`config.mk`:
```
export PLATFORM = sky130hd
export DESIGN_NAME = fwd_hazard_unit
export DESIGN_NICKNAME = d
export VERILOG_FILES = /design/src/rtl/fwd_pkg.sv /design/src/rtl/fwd_operand_mux.sv /design/src/rtl/fwd_hazard_unit.sv
export SDC_FILE = /design/constraint.sdc
export NUM_CORES = 1
export LEC_CHECK = 0
export ABC_AREA = 1
export BUFFER_PORTS_ARGS = -buffer_cell sky130_fd_sc_hd__buf_4
export CORE_AREA = 8 8 88 90
export DETAILED_ROUTE_END_ITERATION = 12
export DIE_AREA = 0 0 96 98
export PLACE_DENSITY = 0.75
export SKIP_LAST_GASP = 1
export SYNTH_ARGS = -nofsm -noshare
export SYNTH_HDL_FRONTEND = slang
export SYNTH_SLANG_ARGS = --single-unit
export TNS_END_PERCENT = 100
```
`constraint.sdc`:
```
create_clock -name clk -period 2.5 [get_ports clk]
set_input_delay 0.375 -clock clk [delete_from_list [all_inputs] [get_ports clk]]
set_output_delay 0.375 -clock clk [all_outputs]
set_load 0.01 [all_outputs]
```
`src/rtl/fwd_pkg.sv`:
```
// Shared types for the Execute-stage forwarding and load-use hazard logic.
// Pulled in by fwd_hazard_unit and fwd_operand_mux.
package fwd_pkg;

  typedef enum logic [1:0] {
    FWD_REG = 2'b00,
    FWD_WB  = 2'b01,
    FWD_MEM = 2'b10
  } fwd_sel_t;

  typedef enum logic {
    IDLE  = 1'b0,
    STALL = 1'b1
  } hz_state_t;

  // Control snapshot for the hazard FSM; outputs are taken from it so checkers can bind here.
  typedef struct packed {
    hz_state_t state;
    logic      hz;
    logic      stall;
    logic      flush_d;
    logic      flush_e;
  } hz_dbg_t;

  localparam int REG_ZERO = 0;

  // Memory-stage result is younger than Writeback, so it wins.
  function automatic fwd_sel_t pick_sel(input logic hit_m, input logic hit_w);
    if (hit_m) return FWD_MEM;
    if (hit_w) return FWD_WB;
    return FWD_REG;
  endfunction

endpackage

```
`src/rtl/fwd_operand_mux.sv`:
```
// One Execute operand: select between register-file value, Writeback and Memory results.
// An unused select code falls back to the register value.
module fwd_operand_mux
  import fwd_pkg::*;
#(
  parameter int WIDTH = 32
) (
  input  logic [1:0]       sel,
  input  logic [WIDTH-1:0] reg_val,
  input  logic [WIDTH-1:0] wb_val,
  input  logic [WIDTH-1:0] mem_val,
  output logic [WIDTH-1:0] y
);

  always_comb begin
    case (fwd_sel_t'(sel))
      FWD_MEM: y = mem_val;
      FWD_WB:  y = wb_val;
      default: y = reg_val;
    endcase
  end

endmodule

```
`src/rtl/fwd_hazard_unit.sv`:
```
// Forwarding for NUM_SRC Execute operands plus load-use stall and branch-flush control.
// Define FWD_HAZARD_PERF_EN to add saturating stall/flush event counters on perf_* ports.
module fwd_hazard_unit
  import fwd_pkg::*;
#(
  parameter int WIDTH    = 32,
  parameter int REG_AW   = 5,
  parameter int NUM_SRC  = 2,
  parameter int LOAD_LAT = 1
) (
  input  logic                       clk,
  input  logic                       rst,
  input  logic [NUM_SRC*REG_AW-1:0]  rs_d,
  input  logic [NUM_SRC*REG_AW-1:0]  rs_e,
  input  logic [REG_AW-1:0]          rd_e,
  input  logic                       load_e,
  input  logic [REG_AW-1:0]          rd_m,
  input  logic                       regwrite_m,
  input  logic [REG_AW-1:0]          rd_w,
  input  logic                       regwrite_w,
  input  logic                       pcsrc_e,
  input  logic [NUM_SRC*WIDTH-1:0]   rd_e_data,
  input  logic [WIDTH-1:0]           aluresult_m,
  input  logic [WIDTH-1:0]           result_w,
  output logic [NUM_SRC*2-1:0]       fwd_sel,
  output logic [NUM_SRC*WIDTH-1:0]   src_e,
  output logic                       stall_f,
  output logic                       stall_d,
  output logic                       flush_d,
  output logic                       flush_e
`ifdef FWD_HAZARD_PERF_EN
  ,
  output logic [31:0]                perf_stall_cnt,
  output logic [31:0]                perf_flush_cnt
`endif
);

  localparam int CW = $clog2(LOAD_LAT + 1);
  localparam logic [REG_AW-1:0] RZ = REG_AW'(REG_ZERO);

  hz_state_t     state;
  logic [CW-1:0] cnt;
  logic          hz_match;
  logic          hz;
  hz_dbg_t       dbg;

  for (genvar i = 0; i < NUM_SRC; i++) begin : g_src
    logic [REG_AW-1:0] rs;
    logic              hit_m;
    logic              hit_w;
    fwd_sel_t          sel;

    assign rs    = rs_e[i*REG_AW +: REG_AW];
    assign hit_m = regwrite_m && (rd_m == rs) && (rd_m != RZ);
    assign hit_w = regwrite_w && (rd_w == rs) && (rd_w != RZ);
    assign sel   = rst ? FWD_REG : pick_sel(hit_m, hit_w);
    assign fwd_sel[2*i +: 2] = sel;

    fwd_operand_mux #(.WIDTH(WIDTH)) u_mux (
      .sel     (sel),
      .reg_val (rd_e_data[i*WIDTH +: WIDTH]),
      .wb_val  (result_w),
      .mem_val (aluresult_m),
      .y       (src_e[i*WIDTH +: WIDTH])
    );
  end

  always_comb begin
    hz_match = 1'b0;
    for (int i = 0; i < NUM_SRC; i++) begin
      if (rs_d[i*REG_AW +: REG_AW] == rd_e) hz_match = 1'b1;
    end
  end

  assign hz = load_e && (rd_e != RZ) && hz_match;

  // Reset and a taken branch both override any stall request.
  always_comb begin
    dbg.state   = state;
    dbg.hz      = hz;
    dbg.stall   = 1'b0;
    dbg.flush_d = 1'b0;
    dbg.flush_e = 1'b0;
    if (rst || pcsrc_e) begin
      dbg.flush_d = 1'b1;
      dbg.flush_e = 1'b1;
    end else if ((dbg.state == STALL) || dbg.hz) begin
      dbg.stall   = 1'b1;
      dbg.flush_e = 1'b1;
    end
  end

  assign stall_f = dbg.stall;
  assign stall_d = dbg.stall;
  assign flush_d = dbg.flush_d;
  assign flush_e = dbg.flush_e;

  // The first bubble is issued from IDLE; cnt covers the remaining LOAD_LAT-1.
  always_ff @(posedge clk) begin
    if (rst || pcsrc_e) begin
      state <= IDLE;
      cnt   <= '0;
    end else begin
      case (state)
        IDLE: begin
          if (hz && (LOAD_LAT > 1)) begin
            state <= STALL;
            cnt   <= CW'(LOAD_LAT - 1);
          end
        end
        STALL: begin
          if (cnt <= CW'(1)) begin
            state <= IDLE;
            cnt   <= '0;
          end else begin
            cnt <= cnt - CW'(1);
          end
        end
        default: begin
          state <= IDLE;
          cnt   <= '0;
        end
      endcase
    end
  end

`ifdef FWD_HAZARD_PERF_EN
  always_ff @(posedge clk) begin
    if (rst) begin
      perf_stall_cnt <= '0;
      perf_flush_cnt <= '0;
    end else begin
      if (stall_d && (perf_stall_cnt != '1)) perf_stall_cnt <= perf_stall_cnt + 32'd1;
      if (pcsrc_e && (perf_flush_cnt != '1)) perf_flush_cnt <= perf_flush_cnt + 32'd1;
    end
  end
`endif

endmodule

```
Word level (Yosys, flattened, before mapping)
Cells that the tools add are included.
Cells by class
  $add $sub $neg: 1
  multipliers: 0
  divide/modulo/power cells: 0
  magnitude comparators: 1
  equal/unequal tests: 10
  shift operators: 0
  muxes and demuxes: 26
  bitwise logic cells: 1
  reduce and logical (&&, ||, !) cells: 16
Operators with widths (number)
  $pmux 32 s2: 2
  $eq 5x5->1: 6
  $mux 2: 10
  $reduce_bool 5->1: 3
  $mux 1: 14
  $logic_and 1x1->1: 10
  $eq 2x1->1 const B: 2
  $eq 2x2->1 const B: 2
  $logic_or 1x1->1: 2
  $reduce_or 2->1: 1
  $le 1x1->1 const B: 1
  $not 1->1: 1
  $sub 1x1->1 const B: 1
Storage, ports and cells
  bits in registers: 2
  latch bits: 0
  bits in writable memories: 0
  bits in read-only memories: 0
  bits of input ports: 169
  output and inout port bits: 72
  logic and storage cells: 57
  memories kept: 0

Longest topological paths before layout
  word-level depth: 10
  mapped depth: 13
  mapped depth without buffers: 11

Modules after synthesis
Synthesis repeated with hierarchy kept, for this count alone.
Second synthesis, totals
  cell total of the unflattened synthesis: 545
  area, all modules: 2331.0 um^2
Modules (own cells, without submodules)
  fwd_operand_mux: times used 2, cells an instance 210, area an instance 878.3 um^2, sequential area each 0.0 um^2
  fwd_hazard_unit: times used 1, cells an instance 125, area an instance 574.3 um^2, sequential area each 0.0 um^2

Least setup slack after synthesis
No wires, ideal clock.
  path kind: input to output
  from: input rst
  to: output src_e[32]
  data arrival time: 1.937 ns
  setup slack: 0.188 ns
  stages: 12
  cell sequence: inv_2 nand2_1 a21oi_1 nand2_1 nand3b_1 nor2_1 ha_1 buf_2 inv_2 buf_2 nor2_1 a21oi_1
On the way
  cells in the longest elaborated chain, start to end: 3
  elaborated cells between the ends (all ways): 4
  classes of those cells: eq/ne: 2; mux: 2
RTL lines
  start: declaration: RTL line fwd_hazard_unit.sv:12  | input logic rst,
  $mux 2 *: RTL line fwd_hazard_unit.sv:56  | assign sel = rst ? FWD_REG : pick_sel(hit_m, hit_w);
  via fwd_sel[2]: RTL line fwd_hazard_unit.sv:25  | output logic [NUM_SRC*2-1:0] fwd_sel,
  $eq 2x1->1 / $eq 2x2->1 (equally long branches): RTL line fwd_operand_mux.sv:16  | case (fwd_sel_t'(sel))
  $pmux 32 s2 *: RTL line fwd_operand_mux.sv:16
  end: declaration: RTL line fwd_hazard_unit.sv:26  | output logic [NUM_SRC*WIDTH-1:0] src_e,
The timed path passes the listed nets; every way through them passes the cells marked *.

Final worst setup path
  from: input rd_m[3]
  to: output src_e[31]
On the way
  cells in the longest elaborated chain, start to end: 8
  elaborated cells between the ends (all ways): 10
  classes of those cells: eq/ne: 3; mux: 4; reduce/logical: 3
RTL lines
  start: declaration: RTL line fwd_hazard_unit.sv:17  | input logic [REG_AW-1:0] rd_m,
  $eq 5x5->1: RTL line fwd_hazard_unit.sv:54  | assign hit_m = regwrite_m && (rd_m == rs) && (rd_m != RZ);
  $logic_and 1x1->1: RTL line fwd_hazard_unit.sv:54
  $logic_and 1x1->1 *: RTL line fwd_hazard_unit.sv:54
  $mux 1 *: RTL line fwd_pkg.sv:29  | if (hit_m) return FWD_MEM;
  $mux 2 *: RTL line fwd_pkg.sv:30  | if (hit_w) return FWD_WB;
  $mux 2 *: RTL line fwd_hazard_unit.sv:56
  $eq 2x1->1 / $eq 2x2->1 (equally long branches): RTL line fwd_operand_mux.sv:16
  $pmux 32 s2 *: RTL line fwd_operand_mux.sv:16
Every way passes the cells marked *; elsewhere a longest branch is shown, timed or not.

==> metrics.md <==
| Metric | Value |
|---|---|
| Status | `complete, no violations` |
| Residual DRC count | `0` |
| Synth Instances | `434` |
| Critical path buffers and inverters | `4` |
| Row count | `30` |
| Largest fanout on the critical path | `12` |
| Pwr per Cell Area | `155 mW/mm2` |
| Slowest cell on crit path | `ha_4` |
| Layout clock buffers | `0` |
| Int Pwr | `350 uW` |
| Die ar. | `0.00941 mm2` |
| Starting Density | `0.301` |
| Register area | `0 um2` |
| VDD IR max | `0.0859 mV` |
| Cell mode on critical path | `buf_4` |
| Net Sw Frac | `0.444` |
| Warnings, synthesis | `0` |
| Part of the cycle the worst path needs | `0.971` |
| Final wirelength | `12700 um` |
| Initial DRC count | `192` |
| Post-route cell area | `0.00406 mm2` |
| Antenna cells | `0` |
| CP Launch Type | `input pin` |
| Worst EP arrival | `2050 ps` |
| Min-delay worst type | `input pin to primary output` |
| Num sequential | `0` |
| Worst setup EP type | `primary output` |
| Fin. Hold Viols | `0` |
| Rel. slew slack | `0.862` |
| Io pins | `241` |
| Syn avg cell area | `4.51 um2` |
| Antenna Nets Post-Route | `0` |
| Post-DP HPWL | `10600 um` |
| RSZ-0062 raised after global routing | `yes` |
| Via count | `3817` |
| Setup ws final | `72.0 ps` |
| Tot Pwr | `628 uW` |
| Die Ht | `98 um` |
| Part of the Yosys area used for sequential elements | `0` |
| Largest net degree at the start of global routing | `25` |
| Initial antenna violation count | `0` |
| Crit-path cells | `buf_4 -> inv_2 -> nand2_1 -> nand2_1 -> nor2_1 -> nand3_1 -> nor2_4 -> nand2_2 -> ha_4 -> buf_4 -> a21oi_1 -> a21oi_1 -> buf_4` |
| Gr usage total | `0.243` |
| Router iterations before antenna repair | `5` |
| Via count of the first global-routing pass | `3830` |
| First-pass GRT wire length | `18900 um` |
| Most common cell after layout, fill and taps aside | `buf_4` |
| Unique cell type count in the Yosys netlist | `20` |
| Overflow after GRT | `0` |
| Commonest non-fill, non-tap cells in the layout | `buf_4 (252), a21oi_1 (118), nand2_1 (112)` |
| Critical path class | `input pin to primary output` |
| Chip Width | `96 um` |
| Core Util, Final | `0.626` |
| Share of cells above drive strength 1 | `0.440` |
| Combinational share of power | `1.000` |
| Switch Pwr | `279 uW` |
| Max Clk Rate | `412 MHz` |
| Nets | `845` |
| Final Critical Period | `2430 ps` |
| WL per Instance | `16.9 um` |
| Slew Viols, Final | `0` |
| Max Cap Viol | `0` |
| Worst-margin pin slew | `206 ps` |
| Syn_nets | `607` |
| CP peak stage delay | `310 ps` |
| P_leak | `0.00218 uW` |
| Clk pwr share | `0` |
| Crit path max-delay family | `simple AND/OR/NAND/NOR gates` |
| Sequential share of power | `0` |
| Core ar. | `0.00649 mm2` |
| Vias/cell | `5.09` |
| Syn-to-layout area delta | `108%` |
| Gpl congestion | `0.928` |
| Placement Cell Area | `0.00394 mm2` |
| Port Buf Inserts | `240` |
| Syn Std Cell Area | `0.00196 mm2` |
| Dpl ws | `19.0 ps` |
| Setup violators final | `0` |
| WP data required | `2120 ps` |
| Hold buffers post-CTS | `0` |
==> per-layer routing <==
| layer | up-vias | GRT usage | share of wire |
|---|---|---|---|
| met3 | 42 | 0.0522 | 0.10 |
| li1 | 1873 | - | - |
| met2 | 236 | 0.425 | 0.48 |
| met4 | 0 | 0.104 | 0.044 |
| met1 | 1666 | 0.270 | 0.37 |
| met5 | - | 0 | 0 |
==> what timing repair did <==
action | 4_1_cts | 5_1_grt
gates resized for setup | 0 | 27
endpoints found under the setup margin | 0 | 64
buffers inserted | 0 | 0
==> Yosys cell counts (all sizes together) <==
cell	number	area, um2
a21oi	129	646
nand2	114	433
nor2	88	335
inv	41	154
buf	21	108
xnor2	9	78.8
nand3	8	40.0
clkbuf	6	22.5
nand4	5	31.3
ha	4	50.1
o21ai	3	15.0
o22ai	2	12.5
xor2	2	17.5
nand3b	1	7.51
or2	1	6.26
==> worst paths after layout <==
path,start,endpoint,depth (start not counted)
max,rd_m[3],src_e[31],13
min,pcsrc_e,flush_e,4
==> through the flow <==
stage | std cells | hold slack, ps | setup TNS (ps)
final | 750 | 1050 | 0
after global routing | 750 | 1060 | -169
after CTS | 749 | 1060 | 0
after detailed placement | 749 | 1050 | 0
after global placement | 749 | 1050 | 0
after floorplan | 434 | 871 | 0
==> worst min-delay path, cell delays in order <==
cell and delay (ps):
buf_4 70, nor2_1 40, nand2_1 70, buf_4 120
==> power by group through the flow <==
stage                     Clock [uW]  Sequential (uW)  Combinational (uW)
after global routing               0                0                 676
final                              0                0                 628
after CTS                          0                0                 616
after global placement             0                0                 610
after detailed placement           0                0                 614
after floorplan                    0                0                 209
==> layout make-up <==
cell class / count / area [um2]
timing repair buffer: 263 / 2050
inverter: 41 / 156
fill: 666 / 2430
tap: 80 / 100
multi-input combinational: 366 / 1760
==> cells by family (layout without fill, tap and decap cells) <==
family | Yosys count | in the layout | synth area share
buf+inv | 68 | 304 | 0.145
xor+xnor | 11 | 11 | 0.0492
fa+ha+maj | 4 | 4 | 0.0256
compound gates | 134 | 134 | 0.344
simple gates | 217 | 217 | 0.436
Note: power is estimated with default switching activity, not from simulation.
